[config.mk]
export PLATFORM = sky130hd
export DESIGN_NAME = controller_fsm
export DESIGN_NICKNAME = d
export VERILOG_FILES = /design/src/rtl/controller_fsm.sv
export SDC_FILE = /design/constraint.sdc
export NUM_CORES = 1
export LEC_CHECK = 0
export CORE_ASPECT_RATIO = 0.8
export CORE_MARGIN = 2
export CORE_UTILIZATION = 41
export DETAILED_ROUTE_END_ITERATION = 12
export PLACE_DENSITY = 0.85
export RECOVER_POWER = 25
export REMOVE_ABC_BUFFERS = 1
export SYNTH_ARGS = -nofsm -noshare
export SYNTH_HDL_FRONTEND = slang
export SYNTH_SLANG_ARGS = --single-unit
[constraint.sdc]
create_clock -name clk -period 3.8 [get_ports clk]
set_input_delay 0.76 -clock clk [delete_from_list [all_inputs] [get_ports clk]]
set_output_delay 0.76 -clock clk [all_outputs]
set_load 0.05 [all_outputs]
[src/rtl/controller_fsm.sv]
// Multicycle control FSM sequencing the CPU datapath: fetch, decode, execute, writeback.
// Optional ILLEGAL_TRAP_EN: undefined instructions trap into a sticky HALT state.
module controller_fsm #(
  parameter int REG_ADD = 4,
  parameter int PSRL    = 5
) (
  input  logic               clk,
  input  logic               reset,
  input  logic [REG_ADD-1:0] OP_CODE,
  input  logic [REG_ADD-1:0] OP_EXT,
  input  logic [REG_ADD-1:0] Rdest_addr,
  input  logic [PSRL-1:0]    PSR_OUT,
  output logic               PC_S,
  output logic               MEM_DATA_S,
  output logic               SE_SIGN,
  output logic               REG_WR,
  output logic               MEM_WR,
  output logic [1:0]         MEM_S,
  output logic [1:0]         WD_S,
  output logic [1:0]         ALUA_S,
  output logic [1:0]         ALUB_S,
  output logic               INSTR_EN,
  output logic               ALU_OUT_EN,
  output logic               MEM_REG_EN,
  output logic               PC_EN,
  output logic               PSR_EN,
  output logic [3:0]         state,
  output logic               illegal
);
  typedef enum logic [3:0] {
    S_FETCH  = 4'd0,  S_FETCH2 = 4'd1,  S_DECODE = 4'd2,  S_EXEC_R = 4'd3,
    S_EXEC_I = 4'd4,  S_WB_ALU = 4'd5,  S_WB_MOV = 4'd6,  S_WB_IMM = 4'd7,
    S_LD1    = 4'd8,  S_LD2    = 4'd9,  S_LD3    = 4'd10, S_ST     = 4'd11,
    S_BRANCH = 4'd12, S_JUMP   = 4'd13, S_HALT   = 4'd14
  } state_t;

  state_t r_state, w_next, w_dispatch;
  logic   w_cond, w_se, w_unused;

  assign w_unused = &{1'b0, PSR_OUT[2:1]};
  assign state    = r_state;

  // PSR bit map: N=4 Z=3 F=2 L=1 C=0
  always_comb begin
    w_cond = 1'b0;
    case (Rdest_addr)
      4'b0000: w_cond = PSR_OUT[3];
      4'b0001: w_cond = ~PSR_OUT[3];
      4'b0010: w_cond = PSR_OUT[0];
      4'b0011: w_cond = ~PSR_OUT[0];
      4'b0110: w_cond = PSR_OUT[4];
      4'b0111: w_cond = ~PSR_OUT[4];
      4'b1110: w_cond = 1'b1;
      default: w_cond = 1'b0;
    endcase
  end

  assign w_se = (OP_CODE == 4'b0101) || (OP_CODE == 4'b1001) ||
                (OP_CODE == 4'b1011) || (OP_CODE == 4'b1100);

  always_comb begin
`ifdef ILLEGAL_TRAP_EN
    w_dispatch = S_HALT;
`else
    w_dispatch = S_FETCH;
`endif
    case (OP_CODE)
      4'b0000: case (OP_EXT)
        4'b1101: w_dispatch = S_WB_MOV;
        4'b0101, 4'b1001, 4'b1011,
        4'b0001, 4'b0010, 4'b0011: w_dispatch = S_EXEC_R;
        default: ;
      endcase
      4'b0101, 4'b1001, 4'b1011,
      4'b0001, 4'b0010, 4'b0011: w_dispatch = S_EXEC_I;
      4'b1101: w_dispatch = S_WB_IMM;
      4'b0100: case (OP_EXT)
        4'b0000: w_dispatch = S_LD1;
        4'b0100: w_dispatch = S_ST;
        4'b1100: w_dispatch = S_JUMP;
        default: ;
      endcase
      4'b1100: w_dispatch = S_BRANCH;
      default: ;
    endcase
  end

  always_ff @(posedge clk or negedge reset) begin
    if (!reset) r_state <= S_FETCH;
    else        r_state <= w_next;
  end

  // Outputs stay at their zero defaults while reset is held low.
  always_comb begin
    w_next     = r_state;
    PC_S       = 1'b0;
    MEM_DATA_S = 1'b0;
    SE_SIGN    = 1'b0;
    REG_WR     = 1'b0;
    MEM_WR     = 1'b0;
    MEM_S      = 2'd0;
    WD_S       = 2'd0;
    ALUA_S     = 2'd0;
    ALUB_S     = 2'd0;
    INSTR_EN   = 1'b0;
    ALU_OUT_EN = 1'b0;
    MEM_REG_EN = 1'b0;
    PC_EN      = 1'b0;
    PSR_EN     = 1'b0;
    if (reset) begin
      case (r_state)
        S_FETCH: begin
          MEM_S  = 2'd1;
          w_next = S_FETCH2;
        end
        S_FETCH2: begin
          MEM_S    = 2'd1;
          INSTR_EN = 1'b1;
          ALUA_S   = 2'd1;
          ALUB_S   = 2'd2;
          PC_S     = 1'b1;
          PC_EN    = 1'b1;
          w_next   = S_DECODE;
        end
        S_DECODE: begin
          SE_SIGN = w_se;
          w_next  = w_dispatch;
        end
        S_EXEC_R: begin
          ALU_OUT_EN = 1'b1;
          PSR_EN     = 1'b1;
          w_next     = (OP_EXT == 4'b1011) ? S_FETCH : S_WB_ALU;
        end
        S_EXEC_I: begin
          SE_SIGN    = w_se;
          ALUA_S     = 2'd2;
          ALU_OUT_EN = 1'b1;
          PSR_EN     = 1'b1;
          w_next     = (OP_CODE == 4'b1011) ? S_FETCH : S_WB_ALU;
        end
        S_WB_ALU: begin WD_S = 2'd3; REG_WR = 1'b1; w_next = S_FETCH; end
        S_WB_MOV: begin WD_S = 2'd1; REG_WR = 1'b1; w_next = S_FETCH; end
        S_WB_IMM: begin WD_S = 2'd0; REG_WR = 1'b1; w_next = S_FETCH; end
        S_LD1:    w_next = S_LD2;
        S_LD2: begin MEM_REG_EN = 1'b1; w_next = S_LD3; end
        S_LD3: begin WD_S = 2'd2; REG_WR = 1'b1; w_next = S_FETCH; end
        S_ST:  begin MEM_WR = 1'b1; w_next = S_FETCH; end
        S_BRANCH: begin
          SE_SIGN = w_se;
          ALUA_S  = 2'd1;
          ALUB_S  = 2'd1;
          PC_S    = 1'b1;
          PC_EN   = w_cond;
          w_next  = S_FETCH;
        end
        S_JUMP: begin
          PC_EN  = w_cond;
          w_next = S_FETCH;
        end
`ifdef ILLEGAL_TRAP_EN
        S_HALT:  w_next = S_HALT;
`endif
        default: w_next = S_FETCH;
      endcase
    end
  end

`ifdef ILLEGAL_TRAP_EN
  logic r_illegal;
  always_ff @(posedge clk or negedge reset) begin
    if (!reset)                r_illegal <= 1'b0;
    else if (w_next == S_HALT) r_illegal <= 1'b1;
  end
  assign illegal = r_illegal;
`else
  assign illegal = 1'b0;
`endif

endmodule

======== After elaboration in Yosys (flattened, before gate mapping) ========
Cells that the tools add are included.
word-level totals
  output and inout port bits .............. 23
  bits of input ports ..................... 19
  register bits after elaboration ......... 4
cells by class
  multiplexer cells ....................... 31
  reduce and logical (&&, ||, !) cells .... 15
  bitwise gates (word level) .............. 3
  eq/ne operators ......................... 37
operators with widths
  kind                  number
  $eq A4 B4 Y1 const B  15
  $eq A4 B3 Y1 const B  10
  $eq A4 B2 Y1 const B  8
  $pmux W4 S7           1
  $pmux W4 S5           1
  $mux W1               17
  $eq A4 B1 Y1 const B  4
  $logic_not A4 Y1      4
  $pmux W4 S3           1
  $reduce_or A6 Y1      2
  $pmux W2 S2           2
  $reduce_or A2 Y1      4
  $pmux W1 S7           1
  $mux W2               3
  $mux W3               2
  $pmux W2 S3           1
  $pmux W3 S2           1
  $reduce_or A4 Y1      1
  $logic_or A1 B1 Y1    3
  $not A1 Y1            3
  $reduce_or A3 Y1      1
  $pmux W1 S2           1

======== Depth between registers and ports, before layout ========
  word-level depth ........................ 6
  gate-level depth with buffers ........... 6

======== Worst setup path before layout ========
No wires, ideal clock.
  kind .................................... input port to output port
  start point ............................. input OP_CODE[3]
  end point ............................... output SE_SIGN
  stages .................................. 5
  path slack .............................. 0.231 ns
  buffers on the path ..................... 1
  arrival time ............................ 2.809 ns
  cell sequence ........................... buf_6 -> nand2b_1 -> o21ai_1 -> a32oi_1 -> nor4b_1
between the ends
  longest elaborated chain between the ends .. 6
  elaborated cells between the ends (all ways) .. 9
  classes of those cells .................. 4 x eq/ne; 2 x mux; 3 x reduce/logical
ends and longest elaborated chain
  what                                          RTL line  source
  start, declared                               9         input logic [REG_ADD-1:0] OP_CODE,
  $eq A4 B3 Y1 or $eq A4 B4 Y1 (tied branches)  58        assign w_se = (OP_CODE == 4'b0101) || (OP_CODE == 4'b1001) ||
  $logic_or A1 B1 Y1 (2 in series)              58
  $logic_or A1 B1 Y1 *                          59        (OP_CODE == 4'b1011) || (OP_CODE == 4'b1100);
  $mux W1 *                                     111       case (r_state)
  $mux W1 *                                     110       if (reset) begin
  end, declared                                 15        output logic SE_SIGN,
Every way passes the cells marked *; elsewhere a longest branch is shown, timed or not.

======== Worst setup path in the final report ========
  start point ............................. input reset
  end point ............................... output PC_S
between the ends
  longest elaborated chain between the ends .. 1
ends and longest elaborated chain
  what             RTL line  source
  start, declared  8         input logic reset,
  $mux W1          110
  end, declared    13        output logic PC_S,
No other way between the ends.

==> impl_metrics.tcl <==
set metrics [dict create \
    hold_path_depth 2 \
    setup_violations 0 \
    critPathCaptureType "primary output" \
    cts_hold_buf 0 \
    synth_common_cells "10 x nor2_1, 8 x nand2_1, 6 x nand2b_1, 6 x nor2b_1" \
    crit_path_start_kind "primary input" \
    firstDrtPassIters 4 \
    hold_path_class "reg -> reg" \
    final.setup.worst_slack_ps 509 \
    timing.reg2reg.setup_slack_ps 2310 \
    pre_cts_ws_ps 598 \
    yosysMostFrequentCell "nor2_1" \
    yosys.area.top_type "dfrtp_1" \
    grt-ovfl-total 0 \
    seqPwrFrac_pct 16.8 \
    gp_routability_congestion 0.807 \
    relSlewSlack_pct 66.6 \
    grt_pass1_vias 728 \
    ys.flop_type "dfrtp_1" \
    synth_xor_area_share_pct 0 \
    synth_compound_area_share_pct 22.8 \
    cts_buffers 3 \
    rsz0062_at_grt "false" \
    min_to "state[3]$_DFFE_PN0P_" \
    yosys_warnings 0 \
    post_cts_buffers 0 \
    start_util_pct 45.1 \
    wl_per_cell_um 13.0 \
    status "finished, final reports clean" \
    clkTransAtPathRegs_ps 30 \
    netlist_top_cells_area "dfrtp_1 13%, mux2i_1 5.3%, buf_4 5.0%" \
    finalSetupTns_ps 0 \
    cts_buffer_depth 2 \
    layout.nets 151 \
    fmax_mhz 304 \
    worst_pin_slew_ps 499 \
    fillers 150 \
    p_sw_share_pct 57.0 \
    max-cap-violations 0 \
    antenna_found_initial 0 \
    synth_top_family_by_area "simple AND/OR/NAND/NOR gates" \
    hpwl_um 1580 \
    skew_ps 1.28 \
    fp.dieH_um 42.4 \
    area_growth_pct 47.4 \
    ios 42 \
    cts_tree "yes" \
    ff2ff_path_depth 4 \
    ys_seq_area_share_pct 13.2 \
    power.internal_uw 301 \
    async_reset_ff_share_pct 100 \
    r2r-start "state[3]$_DFFE_PN0P_" \
    grt_first_pass_wirelength_um 3220 \
    worstHoldStart "state[3]$_DFFE_PN0P_" \
    die_area_mm2 0.00220 \
    dpl_cell_area_mm2 0.00109 \
    synth.ff_latch_count 4 \
    final_util_pct 66.5 \
    finalCriticalPeriod_ps 3290 \
    route.detailed.drc 0 \
    ir_drop_uv 410 \
    cp.arrival_ps 2530 \
    cp.required_ps 3040 \
    antenna_cells 0 \
    cp_max_fo 14 \
    synth_edf_count 0 \
    finalCritPeriodShare_pct 86.6 \
    grt.total_usage_pct 18.7 \
    synth_cell_types 42 \
    synth.avg_cell_area_um2 7.56 \
    postSynthCellCount 100 \
    yosys.area_share.adder_pct 0 \
    ant_nets 0 \
    slew_violations 0 \
    cellLeakagePower_nw 0.435 \
    regToRegEndpoint "state[0]$_DFFE_PN0P_" \
    placement_rows 13 \
    syn_area_um2 756 \
    largest_reg_flops 4 \
    yosys.area_share.simple_pct 43.4 \
    wl_um 1980 \
    synthMuxAreaShare_pct 8.28 \
    grt_max_degree 16 \
    holdWs_ps 755 \
    vias_per_cell 5.43 \
    clk_latency_ps 230 \
    die_w_um 52 \
    final_design_area_no_fill_mm2 0.00111 \
    postCtsResizedCells 0 \
    final_cells 152 \
    finalPower_uw 699 \
    port_buffers 36 \
    p_switching_uw 398 \
    h-tree-depth 1 \
    comb_power_share_pct 75.8 \
    dr_total_vias 825 \
    critPathKind "in -> out" \
    drtIter0Drc 9 \
    dpl.cell_count 149 \
    hold_viol 0 \
    cts.sinks 4 \
    coreArea_mm2 0.00168 \
    powerDensity_mw_per_mm2 628 \
    synth_top_area_share_pct 13.2 \
    final_layout_size_suffix_gt1_share_pct 20.8 \
    p_clk_share_pct 7.3 \
    root_buffer "clkbuf_4" \
]
## critical path: stages
cell           delay [ps]
dlygate4sd3_1         590
buf_4                 210
nor3b_1               320
nand2b_1              130
inv_1                 200
or2_2                 180
buf_12                130
## kinds of logic after synthesis
family / Yosys count
simple gates: 55
mux: 6
buf+inv: 13
other cells: 1
flops: 4
compound gates: 21
## per-layer routing
layer,GRT usage (%),routed length (um)
met1,25.1,936
met2,30.4,921
met3,6.07,120
met4,1.05,0
met5,0,0
## placed cells by master, fill, tap and decap left out, types with 2 or more instances in the layout
cell type	count
buf_12	4
buf_4	10
clkbuf_4	3
clkdlybuf4s50_1	22
conb_1	3
dfrtp_1	4
mux2_2	2
mux2i_1	4
nand2_1	8
nand2b_1	6
nand3_1	2
nor2_1	10
nor2b_1	6
nor3_1	5
nor3b_1	3
nor4_1	2
o211ai_1	3
o21a_1	2
o21ai_0	5
or2_2	2
## power groups by stage
| stage | logic [mW] | registers (mW) | clock network (mW) |
|---|---|---|---|
| after detailed placement | 0.532 | 0.119 | 0 |
| after global placement | 0.525 | 0.116 | 0 |
| after global routing | 0.558 | 0.125 | 0.0614 |
| after floorplan | 0.286 | 0.159 | 0 |
| after CTS | 0.533 | 0.118 | 0.0541 |
| final | 0.530 | 0.118 | 0.0511 |
## area by class of cell
cell class                      count  area [um^2]  share of cell area [%]
Tap cell                           22         27.5                    2.47
Multi-Input combinational cell     85          574                    51.6
Timing Repair Buffer               37          385                    34.6
Sequential cell                     4          100                    8.99
Inverter                            1         3.75                   0.337
Clock buffer                        3         22.5                    2.02
## worst max-delay path by stage
| stage | cells after the start | start | slack (ps) | to |
|---|---|---|---|---|
| 2_1_floorplan | 4 | state[1]$_DFFE_PN0P_ | -340 | ALU_OUT_EN |
| 3_3_place_gp | 7 | reset | 620 | ALUA_S[0] |
| 3_5_place_dp | 7 | reset | 600 | PC_S |
| 4_1_cts | 7 | reset | 580 | PC_S |
| 5_1_grt | 7 | reset | 350 | ALUA_S[0] |
| 6_report | 7 | reset | 510 | PC_S |
Note: power is estimated with default switching activity, not from simulation.
